### src/rtl/i2c_slave_rx_if.sv
// Bus-side signal bundle for the write-only I2C target receiver.
// The master modport is the bus/test side; the slave modport is the receiver.
interface i2c_slave_rx_if;
    logic       scl;
    logic       sda_in;
    logic       sda_oe;
    logic [7:0] data_out;
    logic       data_valid;
    logic       addr_match;
    logic       busy;
    logic       stop_det;

    modport slave (
        input  scl,
        input  sda_in,
        output sda_oe,
        output data_out,
        output data_valid,
        output addr_match,
        output busy,
        output stop_det
    );

    modport master (
        output scl,
        output sda_in,
        input  sda_oe,
        input  data_out,
        input  data_valid,
        input  addr_match,
        input  busy,
        input  stop_det
    );
endinterface

### src/rtl/i2c_slave_rx.sv
// Write-only I2C target: oversampled START/STOP detection, address match, byte deserialiser.
// Optional I2C_SLAVE_GLITCH_FILTER_EN adds a 3-sample majority filter on scl and sda.
module i2c_slave_rx #(
    parameter logic [6:0] SLAVE_ADDR  = 7'b1010101,
    parameter int         SYNC_STAGES = 2
) (
    input logic           clk,
    input logic           reset,
    i2c_slave_rx_if.slave bus
);

    typedef enum logic [2:0] {
        IDLE,
        ADDR,
        ADDR_ACK,
        DATA,
        DATA_ACK,
        IGNORE
    } state_t;

    logic [SYNC_STAGES-1:0] scl_sync_p0;
    logic [SYNC_STAGES-1:0] sda_sync_p0;
    logic                   scl_lvl;
    logic                   sda_lvl;
    logic                   scl_prev_p1;
    logic                   sda_prev_p1;
    logic                   scl_rise;
    logic                   scl_fall;
    logic                   start_ev;
    logic                   stop_ev;

    state_t                 state;
    logic [3:0]             bit_cnt;
    logic [7:0]             shreg;

    // Stage p0: synchronisers; idle bus level is high so reset to 1 avoids phantom edges
    always_ff @(posedge clk or posedge reset) begin
        if (reset) begin
            scl_sync_p0 <= '1;
            sda_sync_p0 <= '1;
        end else begin
            scl_sync_p0 <= {scl_sync_p0[SYNC_STAGES-2:0], bus.scl};
            sda_sync_p0 <= {sda_sync_p0[SYNC_STAGES-2:0], bus.sda_in};
        end
    end

`ifdef I2C_SLAVE_GLITCH_FILTER_EN
    logic [2:0] scl_win_p1;
    logic [2:0] sda_win_p1;

    function automatic logic maj3(input logic [2:0] w);
        return (w[0] & w[1]) | (w[0] & w[2]) | (w[1] & w[2]);
    endfunction

    // Stage p1 (filter): a level needs two of the last three samples to pass
    always_ff @(posedge clk or posedge reset) begin
        if (reset) begin
            scl_win_p1 <= '1;
            sda_win_p1 <= '1;
        end else begin
            scl_win_p1 <= {scl_win_p1[1:0], scl_sync_p0[SYNC_STAGES-1]};
            sda_win_p1 <= {sda_win_p1[1:0], sda_sync_p0[SYNC_STAGES-1]};
        end
    end

    assign scl_lvl = maj3(scl_win_p1);
    assign sda_lvl = maj3(sda_win_p1);
`else
    assign scl_lvl = scl_sync_p0[SYNC_STAGES-1];
    assign sda_lvl = sda_sync_p0[SYNC_STAGES-1];
`endif

    // Stage p1: previous-level flops for edge detection
    always_ff @(posedge clk or posedge reset) begin
        if (reset) begin
            scl_prev_p1 <= 1'b1;
            sda_prev_p1 <= 1'b1;
        end else begin
            scl_prev_p1 <= scl_lvl;
            sda_prev_p1 <= sda_lvl;
        end
    end

    assign scl_rise = scl_lvl & ~scl_prev_p1;
    assign scl_fall = ~scl_lvl & scl_prev_p1;
    assign start_ev = scl_lvl & sda_prev_p1 & ~sda_lvl;
    assign stop_ev  = scl_lvl & ~sda_prev_p1 & sda_lvl;

    // Stage p2: protocol FSM with registered outputs
    always_ff @(posedge clk or posedge reset) begin
        if (reset) begin
            state          <= IDLE;
            bit_cnt        <= 4'd0;
            shreg          <= 8'h00;
            bus.sda_oe     <= 1'b0;
            bus.data_out   <= 8'h00;
            bus.data_valid <= 1'b0;
            bus.addr_match <= 1'b0;
            bus.busy       <= 1'b0;
            bus.stop_det   <= 1'b0;
        end else begin
            bus.data_valid <= 1'b0;
            bus.stop_det   <= 1'b0;

            if (stop_ev) begin
                state          <= IDLE;
                bit_cnt        <= 4'd0;
                bus.sda_oe     <= 1'b0;
                bus.addr_match <= 1'b0;
                bus.busy       <= 1'b0;
                bus.stop_det   <= 1'b1;
            end else if (start_ev) begin
                // Covers both first and repeated START; any ACK drive is dropped at once
                state          <= ADDR;
                bit_cnt        <= 4'd0;
                bus.sda_oe     <= 1'b0;
                bus.addr_match <= 1'b0;
                bus.busy       <= 1'b1;
            end else begin
                case (state)
                    IDLE: ;

                    ADDR: begin
                        if (scl_rise && bit_cnt < 4'd8) begin
                            shreg   <= {shreg[6:0], sda_lvl};
                            bit_cnt <= bit_cnt + 4'd1;
                        end else if (scl_fall && bit_cnt == 4'd8) begin
                            if (shreg[7:1] == SLAVE_ADDR && !shreg[0]) begin
                                state          <= ADDR_ACK;
                                bus.sda_oe     <= 1'b1;
                                bus.addr_match <= 1'b1;
                            end else begin
                                state <= IGNORE;
                            end
                        end
                    end

                    ADDR_ACK: begin
                        if (scl_fall) begin
                            state      <= DATA;
                            bus.sda_oe <= 1'b0;
                            bit_cnt    <= 4'd0;
                        end
                    end

                    DATA: begin
                        if (scl_rise && bit_cnt < 4'd8) begin
                            shreg   <= {shreg[6:0], sda_lvl};
                            bit_cnt <= bit_cnt + 4'd1;
                            if (bit_cnt == 4'd7) begin
                                bus.data_out   <= {shreg[6:0], sda_lvl};
                                bus.data_valid <= 1'b1;
                            end
                        end else if (scl_fall && bit_cnt == 4'd8) begin
                            state      <= DATA_ACK;
                            bus.sda_oe <= 1'b1;
                        end
                    end

                    DATA_ACK: begin
                        if (scl_fall) begin
                            state      <= DATA;
                            bus.sda_oe <= 1'b0;
                            bit_cnt    <= 4'd0;
                        end
                    end

                    IGNORE: ;

                    default: state <= IDLE;
                endcase
            end
        end
    end

endmodule

### src/flat_wrapper.sv
// flat-port wrapper written by rule: the top's interface ports become plain ports
module i2c_slave_rx_flat 
#(
    parameter logic [6:0] SLAVE_ADDR  = 7'b1010101,
    parameter int         SYNC_STAGES = 2
)
  (clk, reset, bus_scl, bus_sda_in, bus_sda_oe, bus_data_out, bus_data_valid, bus_addr_match, bus_busy, bus_stop_det);
  i2c_slave_rx_if bus_i ();
  input logic clk;
  input logic reset;
  input wire logic [$bits(bus_i.scl)-1:0] bus_scl;
  input wire logic [$bits(bus_i.sda_in)-1:0] bus_sda_in;
  output wire logic [$bits(bus_i.sda_oe)-1:0] bus_sda_oe;
  output wire logic [$bits(bus_i.data_out)-1:0] bus_data_out;
  output wire logic [$bits(bus_i.data_valid)-1:0] bus_data_valid;
  output wire logic [$bits(bus_i.addr_match)-1:0] bus_addr_match;
  output wire logic [$bits(bus_i.busy)-1:0] bus_busy;
  output wire logic [$bits(bus_i.stop_det)-1:0] bus_stop_det;
  assign bus_i.scl = bus_scl;
  assign bus_i.sda_in = bus_sda_in;
  assign bus_sda_oe = bus_i.sda_oe;
  assign bus_data_out = bus_i.data_out;
  assign bus_data_valid = bus_i.data_valid;
  assign bus_addr_match = bus_i.addr_match;
  assign bus_busy = bus_i.busy;
  assign bus_stop_det = bus_i.stop_det;
  i2c_slave_rx #(.SLAVE_ADDR(SLAVE_ADDR), .SYNC_STAGES(SYNC_STAGES)) u_core (.clk(clk), .reset(reset), .bus(bus_i));
endmodule
### config.mk
export PLATFORM = sky130hd
export DESIGN_NAME = i2c_slave_rx_flat
export DESIGN_NICKNAME = d
export VERILOG_FILES = /design/src/rtl/i2c_slave_rx_if.sv /design/src/rtl/i2c_slave_rx.sv /design/src/flat_wrapper.sv
export SDC_FILE = /design/constraint.sdc
export NUM_CORES = 1
export LEC_CHECK = 0
export ABC_AREA = 1
export CAP_MARGIN = 20
export CORE_UTILIZATION = 49
export DETAILED_ROUTE_END_ITERATION = 7
export GPL_TIMING_DRIVEN = 0
export PLACE_DENSITY = 0.7
export REMOVE_ABC_BUFFERS = 1
export SLEW_MARGIN = 40
export SYNTH_ARGS = -nofsm -noshare
export SYNTH_HDL_FRONTEND = slang
export SYNTH_SLANG_ARGS = --single-unit
### constraint.sdc
create_clock -name clk -period 1.4 [get_ports clk]
set_clock_uncertainty 0.1 [all_clocks]
set_input_delay 0.21 -clock clk [delete_from_list [all_inputs] [get_ports clk]]
set_output_delay 0.21 -clock clk [all_outputs]
set_load 0.1 [all_outputs]
# Word-level counts from Yosys, hierarchy flattened
# Index checks and enable logic that the tools add are counted.
[word_totals]
out_inout_bits = 13
reg_bits = 34
word_cells = 98
in_bits = 4
[op_classes]
add_sub_neg = 1
bitwise = 12
mux = 34
order_cmp = 1
n_eq_ne = 17
n_reduce_logical = 20
[op_table]
columns = ["op", "count"]
rows = [
  ["3-bit two-way mux", 8],
  ["4-bit by 1-bit != test with 1-bit output (second input constant)", 5],
  ["1-bit two-way mux", 19],
  ["4-bit two-way mux", 4],
  ["3-bit one-hot mux with 4 select lines", 1],
  ["3-bit nonzero test", 3],
  ["4-bit by 2-bit != test with 1-bit output (second input constant)", 2],
  ["4-bit one-hot mux with 2 select lines", 1],
  ["4-bit AND reduction", 2],
  ["7-bit == test (second input constant)", 1],
  ["7-bit AND reduction", 1],
  ["1-bit bitwise AND", 6],
  ["3-bit by 2-bit == test with 1-bit output (second input constant)", 2],
  ["3-bit == test (second input constant)", 2],
  ["3-bit by 1-bit != test with 1-bit output (second input constant)", 2],
  ["1-bit NOT", 6],
  ["6-bit AND reduction", 1],
  ["2-bit OR reduction", 3],
  ["5-bit AND reduction", 1],
  ["5-bit nonzero test", 1],
  ["4-bit by 1-bit adder with 4-bit output (second input constant)", 1],
  ["4-bit by 3-bit == test with 1-bit output (second input constant)", 1],
  ["4-bit == test (second input constant)", 1],
  ["4-bit less-than comparator (second input constant)", 1],
  ["other kinds (8)", 10],
]

# Depth between registers and ports, before layout
[depth]
depth_word = 8
ltp_mapped = 11
mapped_depth_nobuf = 11

# Worst setup path after synthesis
# No wires, ideal clock.
[synth_timing]
path_type = "flip-flop to flip-flop"
start = "reg u_core.bit_cnt[0]"
end = "reg u_core.bus.data_out[2]"
setup_ps = 121
stages_incl_launch_ff = 8
setup_slack_ps = -60
arrival_ps = 1239
period_less_slack_ps = 1460
t_required_ps = 1179
path_buffers = 1
cell_sequence = "dfrtp_1 > ha_1 > nand3_1 > nor3_4 > nand3_4 > buf_6 > nand2_2 > o21ai_2"
[synth_between]
elab_chain_len = 3
elab_cells_between_ends = 4
classes_between = "1 x order compare; 1 x eq/ne; 2 x reduce/logical"
[synth_lines]
columns = ["item", "line_no", "text"]
rows = [
  ["from (decl)", "i2c_slave_rx.sv:33", "logic [3:0] bit_cnt;"],
  ["from (signal assigned)", "i2c_slave_rx.sv:126", "bit_cnt <= bit_cnt + 4'd1;"],
  ["from (signal assigned)", "i2c_slave_rx.sv:149", "bit_cnt <= bit_cnt + 4'd1;"],
  ["4-bit less-than comparator", "i2c_slave_rx.sv:147", "if (scl_rise && bit_cnt < 4'd8) begin"],
  ["1-bit logical AND", "i2c_slave_rx.sv:147", ""],
  ["5-bit AND reduction (no source line) (*)", "-", ""],
  ["to (signal assigned)", "i2c_slave_rx.sv:151", "bus.data_out <= {shreg[6:0], sda_lvl};"],
  ["to (decl)", "i2c_slave_rx_if.sv:17", "output data_out,"],
]
# Every way passes the cells marked *; elsewhere a longest branch is shown, timed or not.
# A chain may end at the register's enable or synchronous reset.

# Final worst setup path
[layout_timing]
start = "reg u_core.bit_cnt[0]"
end = "reg u_core.bus.sda_oe"
[layout_between]
elab_chain_len = 4
elab_cells_between_ends = 9
classes_between = "1 x order compare; 5 x eq/ne; 3 x reduce/logical"
[layout_lines]
columns = ["item", "line_no", "text"]
rows = [
  ["4-bit less-than comparator / 4-bit == test (equally long branches)", "-", ""],
  ["1-bit logical AND (on tied branches)", "-", ""],
  ["4-bit by 2-bit != test with 1-bit output (no source line) / 4-bit by 1-bit != test with 1-bit output (equally long branches)", "-", ""],
  ["7-bit AND reduction (no source line) (*)", "-", ""],
  ["to (signal assigned)", "i2c_slave_rx.sv:130", "bus.sda_oe <= 1'b1;"],
  ["to (signal assigned)", "i2c_slave_rx.sv:156", "bus.sda_oe <= 1'b1;"],
  ["to (signal assigned)", "i2c_slave_rx.sv:163", "bus.sda_oe <= 1'b0;"],
  ["to (decl)", "i2c_slave_rx_if.sv:16", "output sda_oe,"],
]
# Marks and branches as above.

==> run metrics <==
largest net degree at the start of global routing=35; Post-Syn Area=1730 µm²; synthesized flop and latch total=34; leading cell type in the layout, fill and taps excluded=nand2_1; core area=around 3400 µm²; CP Launch Type=flip-flop; Pleak=between 0.001 and 0.0015 µW; Final #Nets=approximately 240; peak supply drop=roughly 810 µV; failing checks=setup timing; HPWL after DPL=2.09 mm; CTS tree=built; port bufs=16; # fillers=approximately 280; clk slew on worst S/H paths=approximately 120 ps; post-route minimum period=1620 ps; Max-slew headroom=52.0%; Synth cell types=23; PwrDens=~1600 nW/µm²; GR Overflow Total=0; Bufs on Longest Clock Path=2; Layout Utilization=about 70%; Worst Tran Pin Value=719 ps; Post-Route WL=between 3 and 4 mm; # hold bufs at CTS=0; delay-heaviest family, CP=simple AND/OR/NAND/NOR gates; CP max stage cell=dfrtp_1; CTS sink cnt=34; Die H=61.3 µm; DRC errors left=0; later-pin clock latency in the skew report=350 ps; routed vias/inst=5.16; io pins=17; crit-path cells=buf_6 -> inv_4 -> ha_4 -> nand2_2 -> nor2_2 -> nand2_2 -> inv_1 -> nor2_1 -> nor2_1 -> nand2_1 -> nand2_1 -> nand2_1; Synth warnings=0; layout cell share with drive strength beyond 1=46.6%; routability cong.=0.824; first-pass GRT wire length=6.31 mm; cells after synthesis=191; area delta synth->final=35.8%; initial antenna violation count=0; sequential-to-total area share from yosys stat=49.7%; GRT Overall Usage=23.7%; worst setup path class=flip-flop to flip-flop; Crit path buffers/inverters=3; pre-CTS WS=-235 ps; DR WL/cell=14.0 µm; status=finished with violations; starting density of the core=51.3%; leading cell types in the layout, fill and taps excluded=43 x nand2_1, 28 x dfrtp_1, 27 x buf_4; root buf cell=clkbuf_4; slowest cell delay on critical path=roughly 420 ps; WP data required=1550 ps; H-tree Lvls=2; TritonRoute pass-1 iters=4; TritonCTS buffer count=5; Antenna diodes=0; max-slew violation count=0; DR vias=between 1k and 1.5k; Avg Synthesized Cell Area=between 9 and 10 µm²; final setup fails=25; Die Footprint=between 3000 and 4000 µm²; unrepaired setup endpoints after global routing=yes; Hold Fails Final Rpt=0; vias in the first global route=around 1.3k; row count=21; Die Span X=61.3 µm; cell mode on critical path=nand2_1; FMAX=0.618 GHz; MaxCap Viol Count=0; endpoint class of the critical path=flip-flop; hold crit path type=input pin to flip-flop; Critical Path AT=approximately 1800 ps; starting DRC count in detailed routing=90; worst setup margin=-217 ps; Detail Route Antenna Nets=0; period utilization=116%; Critical Path Fanout Max=3
sequential cells by signal, indices dropped and copies added (netlist names), 2 cells and up:
name	flops
u_core.state	3
u_core.shreg	8
u_core.scl_sync_p0	2
u_core.bit_cnt	4
u_core.bus.data_out	8
u_core.sda_sync_p0	2
report_power, final:
part / switching, µW / internal (µW)
Clock: 363 / 558
Combinational: 998 / 563
Sequential: 164 / 1150
worst paths after layout:
check | startpoint | cells after the start | slack [ps] | endpoint
setup / recovery | u_core.bit_cnt[0] | 12 | -220 | u_core.bus.sda_oe
hold / removal | bus_scl | 1 | 160 | u_core.scl_sync_p0[0]
setup reg to reg | u_core.bit_cnt[0] | 12 | -220 | u_core.bus.sda_oe
hold reg to reg | u_core.scl_sync_p0[0] | 0 | 270 | u_core.scl_sync_p0[1]
max in group asynchronous | reset | 2 | 550 | u_core.shreg[4]
min in group asynchronous | reset | 2 | 190 | u_core.shreg[1]
cells by family (layout without fill, tap and decap cells):
family	count (synthesis)	after routing	synth area share [%]
xor gates and xnor gates	1	1	0.508
and+or+nand+nor	99	102	30.3
adders and majority gates	2	2	1.45
AOI/OAI and AO/OA	25	25	10.3
DFF	34	34	49.7
buffers and inverters	30	72	7.69
repair_timing:
action / in CTS / in global routing
setup endpoints to repair: 38 / 27
gates resized for setup: 41 / 17
pin swaps: 14 / 12
buffers inserted: 15 / 6
gates cloned: 3 / 0
stage by stage:
stage	hold slack (ps)	total power [µW]	TNS, ps	area [µm²]	instances
floorplan	114	2270	-416	1690	188
global placement	246	2460	-19720	1910	250
detailed placement	250	2480	-3660	1850	250
CTS	144	3610	-3010	2240	276
global route	137	4020	-5440	2340	282
finish	158	3790	-3680	2340	282
cell usage after synthesis:
library cell / n / area share [%]
o21ai_2: 14 / 7.1
inv_1: 21 / 4.6
nand2_2: 2 / 0.73
nand2_1: 55 / 12
nor2_1: 15 / 3.3
xor2_1: 1 / 0.51
buf_8: 1 / 0.87
nand4_1: 3 / 1.1
nand3_2: 3 / 1.7
dfstp_2: 6 / 9.1
nand2_4: 3 / 2.0
nand3_4: 5 / 5.1
inv_2: 6 / 1.3
dfrtp_1: 28 / 41
ha_1: 2 / 1.5
nor4_1: 1 / 0.36
nor3_4: 1 / 0.94
a21oi_1: 1 / 0.29
o21ai_0: 1 / 0.29
nand3_1: 11 / 3.2
buf_6: 1 / 0.65
buf_2: 1 / 0.29
o21ai_1: 9 / 2.6
layout make-up:
type                    instances  area, µm²  share of cell area (%)
clock buffers                   5       37.5                    1.60
clock inverters                 3       68.8                    2.94
inverters                      27        114                    4.86
multi-input cells             130        900                    38.4
flip-flops and latches         34        858                    36.6
well taps                      46       57.6                    2.46
repair buffers                 37        308                    13.1
layer usage:
| metal | global-route usage, % | part of all wire (%) | vias to the layer above |
|---|---|---|---|
| met5 | 0 | 0 | - |
| met4 | 9.21 | 1.3 | 0 |
| met3 | 6.09 | 4.3 | 5 |
| met2 | 36.6 | 50 | 34 |
| met1 | 32.0 | 45 | 712 |
| li1 | - | - | 704 |
Power figures use the tool's default switching activity.
